`src/rtl/memory_controller_pkg.sv`:
```
// rtl/memory_controller_pkg.sv - shared types, constants and state encodings for the memory controller
package memory_controller_pkg;

  typedef logic [31:0] ADDR_TYPE;
  typedef logic [31:0] INST_TYPE;

  localparam ADDR_TYPE BLANK_ADDR = 32'h0000_0000;
  localparam logic     TRUE       = 1'b1;
  localparam logic     FALSE      = 1'b0;

  // LSB access length encoding (2'd2 is not a legal request)
  localparam logic [1:0] LEN_B = 2'd0;
  localparam logic [1:0] LEN_H = 2'd1;
  localparam logic [1:0] LEN_W = 2'd3;

  typedef enum logic [1:0] {
    IDLE     = 2'd0,
    IF_READ  = 2'd1,
    LS_READ  = 2'd2,
    LS_WRITE = 2'd3
  } mc_state_t;

  typedef enum logic {
    GRANT_IF  = 1'b0,
    GRANT_LSB = 1'b1
  } grant_t;

  // Byte count of an LSB request; the illegal code falls back to a word.
  function automatic logic [2:0] len_to_bytes(input logic [1:0] len);
    case (len)
      LEN_B:   return 3'd1;
      LEN_H:   return 3'd2;
      default: return 3'd4;
    endcase
  endfunction

endpackage

```
`src/rtl/memory_controller_if.sv`:
```
// rtl/memory_controller_if.sv - byte-wide RAM/IO port plus fetcher and LSB request handshakes
// Signals:
//   mem_din/mem_dout/mem_a/mem_wr : RAM byte port (read data valid one cycle after its address)
//   io_buffer_full                : UART buffer full, stalls IO writes
//   if_to_mc_* / mc_to_if_*       : instruction fetch request (level) and done pulse + instruction
//   lsb_to_mc_* / mc_to_lsb_*     : load/store request (level) and done pulse + load data
// Modports: master = memory controller, slave = RAM and requesters.
interface memory_controller_if #(
  parameter int ADDR_WIDTH = 32
);
  logic [7:0]            mem_din;
  logic [7:0]            mem_dout;
  logic [ADDR_WIDTH-1:0] mem_a;
  logic                  mem_wr;
  logic                  io_buffer_full;

  logic                  if_to_mc_ready;
  logic [ADDR_WIDTH-1:0] if_to_mc_PC;
  logic                  mc_to_if_ready;
  logic [31:0]           mc_to_if_inst;

  logic                  lsb_to_mc_valid;
  logic                  lsb_to_mc_wr;
  logic [ADDR_WIDTH-1:0] lsb_to_mc_addr;
  logic [1:0]            lsb_to_mc_len;
  logic [31:0]           lsb_to_mc_data;
  logic                  mc_to_lsb_ready;
  logic [31:0]           mc_to_lsb_data;

  modport master (
    input  mem_din, io_buffer_full,
    input  if_to_mc_ready, if_to_mc_PC,
    input  lsb_to_mc_valid, lsb_to_mc_wr, lsb_to_mc_addr, lsb_to_mc_len, lsb_to_mc_data,
    output mem_dout, mem_a, mem_wr,
    output mc_to_if_ready, mc_to_if_inst,
    output mc_to_lsb_ready, mc_to_lsb_data
  );

  modport slave (
    output mem_din, io_buffer_full,
    output if_to_mc_ready, if_to_mc_PC,
    output lsb_to_mc_valid, lsb_to_mc_wr, lsb_to_mc_addr, lsb_to_mc_len, lsb_to_mc_data,
    input  mem_dout, mem_a, mem_wr,
    input  mc_to_if_ready, mc_to_if_inst,
    input  mc_to_lsb_ready, mc_to_lsb_data
  );
endinterface

```
`src/rtl/memory_controller.sv`:
```
// rtl/memory_controller.sv - arbitrates fetcher and LSB onto the byte-wide RAM/IO port
// Ports:
//   clk_in  : single clock
//   rst_in  : asynchronous reset, active-high
//   rdy_in  : global enable, 0 freezes all state and blocks writes
//   clr_in  : misprediction flush, aborts reads and blocks a grant in IDLE
//   bus     : memory_controller_if.master (RAM port, fetch and LSB handshakes)
module memory_controller
  import memory_controller_pkg::*;
#(
  parameter int ADDR_WIDTH = 32,
  parameter int IO_SEL_HI  = 17,
  parameter int IO_SEL_LO  = 16
) (
  input  logic                clk_in,
  input  logic                rst_in,
  input  logic                rdy_in,
  input  logic                clr_in,
  memory_controller_if.master bus
);

  mc_state_t             state, state_n;
  grant_t                last_grant, last_grant_n;
  logic [2:0]            cnt, cnt_n;
  logic [2:0]            nbytes, nbytes_n;
  logic [ADDR_WIDTH-1:0] base, base_n;
  logic [ADDR_WIDTH-1:0] addr_q, addr_n;
  logic [31:0]           wdata, wdata_n;
  logic [31:0]           lanes, lanes_n;
  logic [7:0]            dout_q, dout_n;
  logic                  wr_q, wr_n;
  logic                  if_rdy_q, if_rdy_n;
  logic                  lsb_rdy_q, lsb_rdy_n;
  INST_TYPE              inst_q, inst_n;
  logic [31:0]           ldata_q, ldata_n;

  logic                  stall;
  logic                  pick_if;
  logic [2:0]            cnt_p1;
  logic [ADDR_WIDTH-1:0] addr_p1;

  assign cnt_p1  = cnt + 3'd1;
  assign addr_p1 = base + ADDR_WIDTH'(cnt_p1);  // wraps mod 2^ADDR_WIDTH

  // The IO test uses the byte address currently on the port.
  assign stall = (state == LS_WRITE) && (&addr_q[IO_SEL_HI:IO_SEL_LO]) && bus.io_buffer_full;

  // Round-robin: the fetcher wins a tie only if the LSB was served last.
  assign pick_if = bus.if_to_mc_ready && (!bus.lsb_to_mc_valid || last_grant == GRANT_LSB);

  always_comb begin
    state_n      = state;
    last_grant_n = last_grant;
    cnt_n        = cnt;
    nbytes_n     = nbytes;
    base_n       = base;
    addr_n       = addr_q;
    wdata_n      = wdata;
    lanes_n      = lanes;
    dout_n       = dout_q;
    wr_n         = wr_q;
    if_rdy_n     = FALSE;
    lsb_rdy_n    = FALSE;
    inst_n       = inst_q;
    ldata_n      = ldata_q;

    case (state)
      IDLE: begin
        // A pulse still on the outputs means its requester has not dropped valid yet.
        if (!if_rdy_q && !lsb_rdy_q && !clr_in) begin
          if (pick_if) begin
            state_n      = IF_READ;
            last_grant_n = GRANT_IF;
            base_n       = bus.if_to_mc_PC;
            addr_n       = bus.if_to_mc_PC;
            nbytes_n     = 3'd4;
            cnt_n        = 3'd0;
            lanes_n      = '0;
            wr_n         = FALSE;
          end else if (bus.lsb_to_mc_valid) begin
            state_n      = bus.lsb_to_mc_wr ? LS_WRITE : LS_READ;
            last_grant_n = GRANT_LSB;
            base_n       = bus.lsb_to_mc_addr;
            addr_n       = bus.lsb_to_mc_addr;
            nbytes_n     = len_to_bytes(bus.lsb_to_mc_len);
            wdata_n      = bus.lsb_to_mc_data;
            cnt_n        = 3'd0;
            lanes_n      = '0;
            wr_n         = bus.lsb_to_mc_wr;
            if (bus.lsb_to_mc_wr) dout_n = bus.lsb_to_mc_data[7:0];
          end
        end
      end

      IF_READ, LS_READ: begin
        if (clr_in) begin
          state_n = IDLE;
          cnt_n   = 3'd0;
        end else begin
          // While cnt = k, mem_din carries the byte addressed at count k-1.
          if (cnt != 3'd0) lanes_n[{cnt[1:0] - 2'd1, 3'b000} +: 8] = bus.mem_din;
          if (cnt == nbytes) begin
            state_n = IDLE;
            cnt_n   = 3'd0;
            if (state == IF_READ) begin
              if_rdy_n = TRUE;
              inst_n   = lanes_n;
            end else begin
              lsb_rdy_n = TRUE;
              ldata_n   = lanes_n;
            end
          end else begin
            cnt_n = cnt_p1;
            if (cnt_p1 != nbytes) addr_n = addr_p1;
          end
        end
      end

      LS_WRITE: begin
        // Stores are committed, so a flush does not interrupt them.
        if (!stall) begin
          if (cnt_p1 == nbytes) begin
            state_n   = IDLE;
            cnt_n     = 3'd0;
            wr_n      = FALSE;
            lsb_rdy_n = TRUE;
          end else begin
            cnt_n  = cnt_p1;
            addr_n = addr_p1;
            dout_n = wdata[{cnt_p1[1:0], 3'b000} +: 8];
          end
        end
      end

      default: state_n = IDLE;
    endcase
  end

  always_ff @(posedge clk_in or posedge rst_in) begin
    if (rst_in) begin
      state      <= IDLE;
      last_grant <= GRANT_LSB;
      cnt        <= 3'd0;
      nbytes     <= 3'd0;
      base       <= BLANK_ADDR[ADDR_WIDTH-1:0];
      addr_q     <= BLANK_ADDR[ADDR_WIDTH-1:0];
      wdata      <= '0;
      lanes      <= '0;
      dout_q     <= 8'h00;
      wr_q       <= FALSE;
      if_rdy_q   <= FALSE;
      lsb_rdy_q  <= FALSE;
      inst_q     <= '0;
      ldata_q    <= '0;
    end else if (rdy_in) begin
      state      <= state_n;
      last_grant <= last_grant_n;
      cnt        <= cnt_n;
      nbytes     <= nbytes_n;
      base       <= base_n;
      addr_q     <= addr_n;
      wdata      <= wdata_n;
      lanes      <= lanes_n;
      dout_q     <= dout_n;
      wr_q       <= wr_n;
      if_rdy_q   <= if_rdy_n;
      lsb_rdy_q  <= lsb_rdy_n;
      inst_q     <= inst_n;
      ldata_q    <= ldata_n;
    end
  end

  assign bus.mem_a           = addr_q;
  assign bus.mem_dout        = dout_q;
  assign bus.mem_wr          = wr_q && rdy_in && !stall;
  assign bus.mc_to_if_ready  = if_rdy_q;
  assign bus.mc_to_if_inst   = inst_q;
  assign bus.mc_to_lsb_ready = lsb_rdy_q;
  assign bus.mc_to_lsb_data  = ldata_q;

endmodule

```
`src/flat_wrapper.sv`:
```
// flat-port wrapper written by rule: the top's interface ports become plain ports
module memory_controller_flat import memory_controller_pkg::*;
#(
  parameter int ADDR_WIDTH = 32,
  parameter int IO_SEL_HI  = 17,
  parameter int IO_SEL_LO  = 16
)
  (clk_in, rst_in, rdy_in, clr_in, bus_mem_din, bus_io_buffer_full, bus_if_to_mc_ready, bus_if_to_mc_PC, bus_lsb_to_mc_valid, bus_lsb_to_mc_wr, bus_lsb_to_mc_addr, bus_lsb_to_mc_len, bus_lsb_to_mc_data, bus_mem_dout, bus_mem_a, bus_mem_wr, bus_mc_to_if_ready, bus_mc_to_if_inst, bus_mc_to_lsb_ready, bus_mc_to_lsb_data);
  memory_controller_if #(.ADDR_WIDTH(ADDR_WIDTH)) bus_i ();
  input  logic clk_in;
  input  logic rst_in;
  input  logic rdy_in;
  input  logic clr_in;
  input wire logic [$bits(bus_i.mem_din)-1:0] bus_mem_din;
  input wire logic [$bits(bus_i.io_buffer_full)-1:0] bus_io_buffer_full;
  input wire logic [$bits(bus_i.if_to_mc_ready)-1:0] bus_if_to_mc_ready;
  input wire logic [$bits(bus_i.if_to_mc_PC)-1:0] bus_if_to_mc_PC;
  input wire logic [$bits(bus_i.lsb_to_mc_valid)-1:0] bus_lsb_to_mc_valid;
  input wire logic [$bits(bus_i.lsb_to_mc_wr)-1:0] bus_lsb_to_mc_wr;
  input wire logic [$bits(bus_i.lsb_to_mc_addr)-1:0] bus_lsb_to_mc_addr;
  input wire logic [$bits(bus_i.lsb_to_mc_len)-1:0] bus_lsb_to_mc_len;
  input wire logic [$bits(bus_i.lsb_to_mc_data)-1:0] bus_lsb_to_mc_data;
  output wire logic [$bits(bus_i.mem_dout)-1:0] bus_mem_dout;
  output wire logic [$bits(bus_i.mem_a)-1:0] bus_mem_a;
  output wire logic [$bits(bus_i.mem_wr)-1:0] bus_mem_wr;
  output wire logic [$bits(bus_i.mc_to_if_ready)-1:0] bus_mc_to_if_ready;
  output wire logic [$bits(bus_i.mc_to_if_inst)-1:0] bus_mc_to_if_inst;
  output wire logic [$bits(bus_i.mc_to_lsb_ready)-1:0] bus_mc_to_lsb_ready;
  output wire logic [$bits(bus_i.mc_to_lsb_data)-1:0] bus_mc_to_lsb_data;
  assign bus_i.mem_din = bus_mem_din;
  assign bus_i.io_buffer_full = bus_io_buffer_full;
  assign bus_i.if_to_mc_ready = bus_if_to_mc_ready;
  assign bus_i.if_to_mc_PC = bus_if_to_mc_PC;
  assign bus_i.lsb_to_mc_valid = bus_lsb_to_mc_valid;
  assign bus_i.lsb_to_mc_wr = bus_lsb_to_mc_wr;
  assign bus_i.lsb_to_mc_addr = bus_lsb_to_mc_addr;
  assign bus_i.lsb_to_mc_len = bus_lsb_to_mc_len;
  assign bus_i.lsb_to_mc_data = bus_lsb_to_mc_data;
  assign bus_mem_dout = bus_i.mem_dout;
  assign bus_mem_a = bus_i.mem_a;
  assign bus_mem_wr = bus_i.mem_wr;
  assign bus_mc_to_if_ready = bus_i.mc_to_if_ready;
  assign bus_mc_to_if_inst = bus_i.mc_to_if_inst;
  assign bus_mc_to_lsb_ready = bus_i.mc_to_lsb_ready;
  assign bus_mc_to_lsb_data = bus_i.mc_to_lsb_data;
  memory_controller #(.ADDR_WIDTH(ADDR_WIDTH), .IO_SEL_HI(IO_SEL_HI), .IO_SEL_LO(IO_SEL_LO)) u_core (.clk_in(clk_in), .rst_in(rst_in), .rdy_in(rdy_in), .clr_in(clr_in), .bus(bus_i));
endmodule
```
`config.mk`:
```
export PLATFORM = sky130hd
export DESIGN_NAME = memory_controller_flat
export DESIGN_NICKNAME = d
export VERILOG_FILES = /design/src/rtl/memory_controller_pkg.sv /design/src/rtl/memory_controller_if.sv /design/src/rtl/memory_controller.sv /design/src/flat_wrapper.sv
export SDC_FILE = /design/constraint.sdc
export NUM_CORES = 1
export LEC_CHECK = 0
export BUFFER_PORTS_ARGS = -buffer_cell sky130_fd_sc_hd__buf_2
export CORE_AREA = 2 2 141 143
export DETAILED_ROUTE_END_ITERATION = 8
export DIE_AREA = 0 0 143 145
export PLACE_DENSITY = 0.84
export SLEW_MARGIN = 20
export SYNTH_ARGS = -nofsm -noshare
export SYNTH_HDL_FRONTEND = slang
export SYNTH_SLANG_ARGS = --single-unit
```
`constraint.sdc`:
```
create_clock -name clk_in -period 9.3 [get_ports clk_in]
set_clock_uncertainty 0.15 [all_clocks]
set_input_delay 1.395 -clock clk_in [delete_from_list [all_inputs] [get_ports clk_in]]
set_output_delay 1.395 -clock clk_in [all_outputs]
set_load 0.05 [all_outputs]
```
Yosys cells after proc, flatten, opt, wreduce, memory -nomap -nowiden
Cells that the tools add are included.

cells by class
  shift-type cells = 3
  bitwise operators = 3
  equal/unequal tests = 19
  $add $sub $neg = 4
  mux-type cells = 61
  reductions and logical operators = 31

operator list
  operator                                                                 number
  32-bit 2-to-1 mux                                                        13
  32-bit one-hot mux with 3 select lines                                   1
  32-bit one-hot mux with 2 select lines                                   1
  8-bit 2-to-1 mux                                                         6
  32-bit by 3-bit adder with 32-bit output                                 1
  32-bit bitwise mux                                                       1
  8-bit by 7-bit variable shift with 32-bit output (first input constant)  1
  32-bit by 6-bit variable part select with 8-bit output                   1
  8-bit by 7-bit variable part select with 32-bit output                   1
  3-bit 2-to-1 mux                                                         9
  5-bit AND reduction                                                      4
  1-bit 2-to-1 mux                                                         17
  2-bit != test (second input constant)                                    8
  8-bit one-hot mux with 2 select lines                                    1
  8-bit AND reduction                                                      2
  2-bit 2-to-1 mux                                                         7
  6-bit AND reduction                                                      2
  3-bit one-hot mux with 3 select lines                                    1
  4-bit AND reduction                                                      2
  1-bit logical AND                                                        7
  5-bit negator with 7-bit output                                          1
  3-bit equality test                                                      2
  3-bit by 2-bit != test with 1-bit output (second input constant)         2
  2-bit one-hot mux with 3 select lines                                    1
  other kinds (16)                                                         29

storage, ports and cells
  register bits after elaboration = 212
  input bits = 114
  logic and storage cells = 135
  output and inout bits = 107

Logic depth before layout (Yosys ltp)
  word-level depth = 7
  depth in mapped cells = 12
  depth with buffers taken out = 9

Worst setup path before layout
No wires, ideal clock.

  path kind = input-to-output
  start point = input bus_io_buffer_full
  end point = output bus_mem_wr
  path buffers = 0
  data required time = 7.755 ns
  cell stages on the path = 3
  setup slack = 5.416 ns
  data arrival time = 2.339 ns
  cells stage by stage = and3_1 a21oi_1 and2_1

between the ends
  longest elaborated chain between the ends = 3

ends and longest elaborated chain
  element             RTL line                  source
  start: declaration  flat_wrapper.sv:15        input wire logic [$bits(bus_i.io_buffer_full)-1:0] bus_io_buffer_full;
  1-bit logical AND   memory_controller.sv:46   assign stall = (state == LS_WRITE) && (&addr_q[IO_SEL_HI:IO_SEL_LO]) && bus.io_buffer_full;
  1-bit zero test     n/a
  1-bit logical AND   memory_controller.sv:175  assign bus.mem_wr = wr_q && rdy_in && !stall;
  end: declaration    flat_wrapper.sv:25        output wire logic [$bits(bus_i.mem_wr)-1:0] bus_mem_wr;

No other way between the ends.

Worst setup path after layout
  start point = register u_core.cnt[0]
  end point = register u_core.addr_q[30] (netlist: u_core.bus.mem_a[30])

between the ends
  longest elaborated chain between the ends = 6
  elaborated cells between the ends (all ways) = 15
  classes of those cells = add/sub: 2; eq/ne: 6; mux: 6; reduce/logical: 1

ends and longest elaborated chain
  element                                   RTL line                  source
  start: declaration                        memory_controller.sv:24   logic [2:0] cnt, cnt_n;
  start signal: assignment                  memory_controller.sv:158  cnt <= cnt_n;
  3-bit by 1-bit adder with 3-bit output    memory_controller.sv:42   assign cnt_p1 = cnt + 3'd1;
  32-bit by 3-bit adder with 32-bit output  memory_controller.sv:43   assign addr_p1 = base + ADDR_WIDTH'(cnt_p1);
  32-bit 2-to-1 mux                         memory_controller.sv:114  if (cnt_p1 != nbytes) addr_n = addr_p1;
  32-bit 2-to-1 mux                         memory_controller.sv:102  if (cnt == nbytes) begin
  32-bit 2-to-1 mux                         memory_controller.sv:96   if (clr_in) begin
  32-bit one-hot mux with 3 select lines    memory_controller.sv:67   case (state)
  end signal: assignment                    memory_controller.sv:146  addr_q <= BLANK_ADDR[ADDR_WIDTH-1:0];
  end signal: assignment                    memory_controller.sv:161  addr_q <= addr_n;
  end: declaration                          memory_controller.sv:27   logic [ADDR_WIDTH-1:0] addr_q, addr_n;

Several ways; a longest one is shown, not always the timed one. The select of a mux whose other input is x is not followed.
A chain may end at the register's enable or synchronous reset.

==> results.txt <==
outcome - complete, no violations
Die W - 143 µm
Skew-Pair Late Insertion Delay - 0.50 ns
Setup Viol. Count Final - 0
CP Class - register to register
RSZ-0062 raised after global routing - no
CTS sink cnt - 212
max cap viols - 0
Synth Area per Inst - 10.9 µm²
Async S/R FF share, synth - 100%
crit start category - register
TritonCTS buffer count - 23
EDFF count, synth - 0
Remaining Overflow, GRT - 0
CTS tree - done
Area growth, synth to finish - 19.4%
starting density of the core - 54.0%
Sequential cell area - 0.00531 mm²
footprint of the multi-input gates - 0.00471 mm²
Yosys warning total - 0
R2R depth - 9
Slew HR - 31.1%
layout net count - 1268
most frequent cells in the layout - buf_2 (220), dfrtp_1 (211), nor2_1 (107)
DR pass1 iterations - 5
post-synth top area cell - dfrtp_1
DP Worst Slack - 4.71 ns
worst hold stages - 1
P_leak - 5.77 nW
Slew Limit Fails - 0
antenna violations before repair - 0
Final Hold Viols - 0
Placer Congestion - 0.846
slew of the pin with the lowest slew margin - 1.02 ns
crit path to - u_core.bus.mem_a[30]
Die ar. - 0.0207 mm²
Die Y - 145 µm
Area contributors post-synth - dfrtp_1 (51%), mux2i_1 (5.5%), a21oi_1 (5.1%)
dpl cells - 1378
minimum clock period - 4.58 ns
R2R Setup Slk - 4.72 ns
root buf cell - clkbuf_16
first-pass GRT wire length - 42000 µm
total track usage - 25.1%
antenna cell count - 0
most common library cell in the layout ignoring fill and taps - buf_2
Power per Cell Area - 397 mW/mm²
Tcrit/Tclk final - 49.3%
largest net degree at the start of global routing - 147
Worst Slack Setup Final - 4.72 ns
clk slew on worst S/H paths - 0.06 ns
DRC viols - 0
Setup crit end kind - register
Syn Nets - 1079
final cell count without fillers - 1418
worst-path maximum fanout - 19
CTS H-tree depth - 1
start point of the worst hold path - u_core.bus.mem_a[29]
via count - 8286
Seq/Total Area, Yosys - 51.2%
drt via density - 5.84
CTS Hold Bufs - 0
number of synthesized register bits - 212
hpwl dp - 17800 µm
hold slack - 0.334 ns
TNS Setup - 0 ns
Final ANT Viol Nets - 0
Bufs on Longest Clock Path - 3
HP Class - register to register
Crit. Startpoint - u_core.cnt[0]
per-cell routed wire length - 18.6 µm
Tot Pwr - 4.92 mW
IO Port Bufs - 220
Crit Reg-Reg Endpoint - u_core.bus.mem_a[30]
row count - 51
vias in the first global route - 8060
worst path required time - 9.59 ns
reg2reg start - u_core.cnt[0]
Post-Syn Instances - 950
ys flop type - dfrtp_1
layout cells sized above 1 - 29.3%
Netlist Area Pre-Place - 0.0104 mm²
number of post-CTS setup repair buffers - 0
Final Core Density - 64.4%
Post-DP Area - 0.0116 mm²
core area - 0.0192 mm²
DRT iter0 DRCs - 719
Resized Gates After CTS - 0
Arr. time, crit path - 4.88 ns
Max Clk Rate - 0.218 GHz
share of Yosys cell area claimed by the top area cell type - 51.0%
IO Pins - 221
number of distinct library cells after synthesis - 70
Filler cells - 1476
DRT Wirelength - 26300 µm
Finished Cell Area - 0.0124 mm²
peak supply drop - 0.249 mV
[how the worst min path moves through the flow]
stage	end	slack, ns
after floorplan	u_core.wdata[29]	0.30
after global placement	u_core.bus.mem_dout[4]	0.31
after detailed placement	u_core.bus.mem_a[15]	0.32
after CTS	u_core.wdata[29]	0.34
after global routing	u_core.bus.mem_a[29]	0.35
final	u_core.bus.mem_a[29]	0.33
[metal layers]
layer  vias to the layer above  GRT usage, %  part of all wire [%]
met5                         -             0                     0
met4                         0          6.98                   2.3
met3                        54          3.10                   6.5
met2                       366          42.5                    51
met1                      4012          34.0                    41
li1                       3854             -                     -
[critical path, stage by stage (launching register included)]
cell and delay (ns):
dfrtp_1 0.96, inv_1 0.26, ha_1 0.83, inv_1 0.19, fa_1 0.46, nor2b_1 0.59
o211ai_1 0.18, or4b_2 0.63, o2111ai_1 0.10, mux2_4 0.18
[kinds of logic after synthesis]
kind of cell	Yosys count	share of synthesized area, %
mux	114	13.2
buf+inv	88	3.59
flops	212	51.2
fa+ha+maj	15	1.88
simple gates	234	11.0
xor+xnor	16	1.50
compound gates	271	17.6
[state kept, by name, summed over array words and instances, names as in the netlist, 3 cells and up]
register                   cells
u_core.bus.mc_to_if_inst      32
u_core.bus.mc_to_lsb_data     32
u_core.cnt                     3
u_core.bus.mem_dout            8
u_core.base                   32
u_core.lanes                  32
u_core.wdata                  32
u_core.nbytes                  3
u_core.bus.mem_a              32
[cells in the mapped netlist (4+ instances only)]
cell type,number
xnor2_1,7
inv_1,22
nor3_1,13
nor2_1,107
nand3_1,10
clkbuf_1,34
nand4_1,7
buf_2,11
o21a_1,4
mux4_2,8
o31a_1,7
o211ai_1,4
a22oi_1,33
o31ai_1,6
dfrtp_1,211
buf_1,16
o2bb2ai_1,14
o21ai_0,22
a22o_1,34
nor2b_1,12
and2_1,4
a21oi_1,105
or3_1,4
mux2i_1,57
and3_1,9
ha_1,14
mux2_2,30
xor2_1,8
nand2_1,35
nor4_1,11
mux2_4,17
a211o_1,10
o21ai_1,5
[layout make-up]
type / instances / area share (%)
inverter: 22 / 0.728
clock inverter: 9 / 1.05
multi-input combinational: 650 / 38.1
sequential: 212 / 42.9
clock buffer: 30 / 5.11
tap: 265 / 2.68
timing repair buffer: 230 / 9.50
[power by group]
| part | leakage [nW] | total [mW] | switching [mW] | internal [mW] |
|---|---|---|---|---|
| Clock | 0.361 | 0.928 | 0.368 | 0.560 |
| Sequential | 2.60 | 1.60 | 0.293 | 1.31 |
| Combinational | 2.81 | 2.39 | 1.61 | 0.776 |
| Total | 5.77 | 4.92 | 2.27 | 2.64 |
No activity file was read; power rests on OpenSTA's default activity.
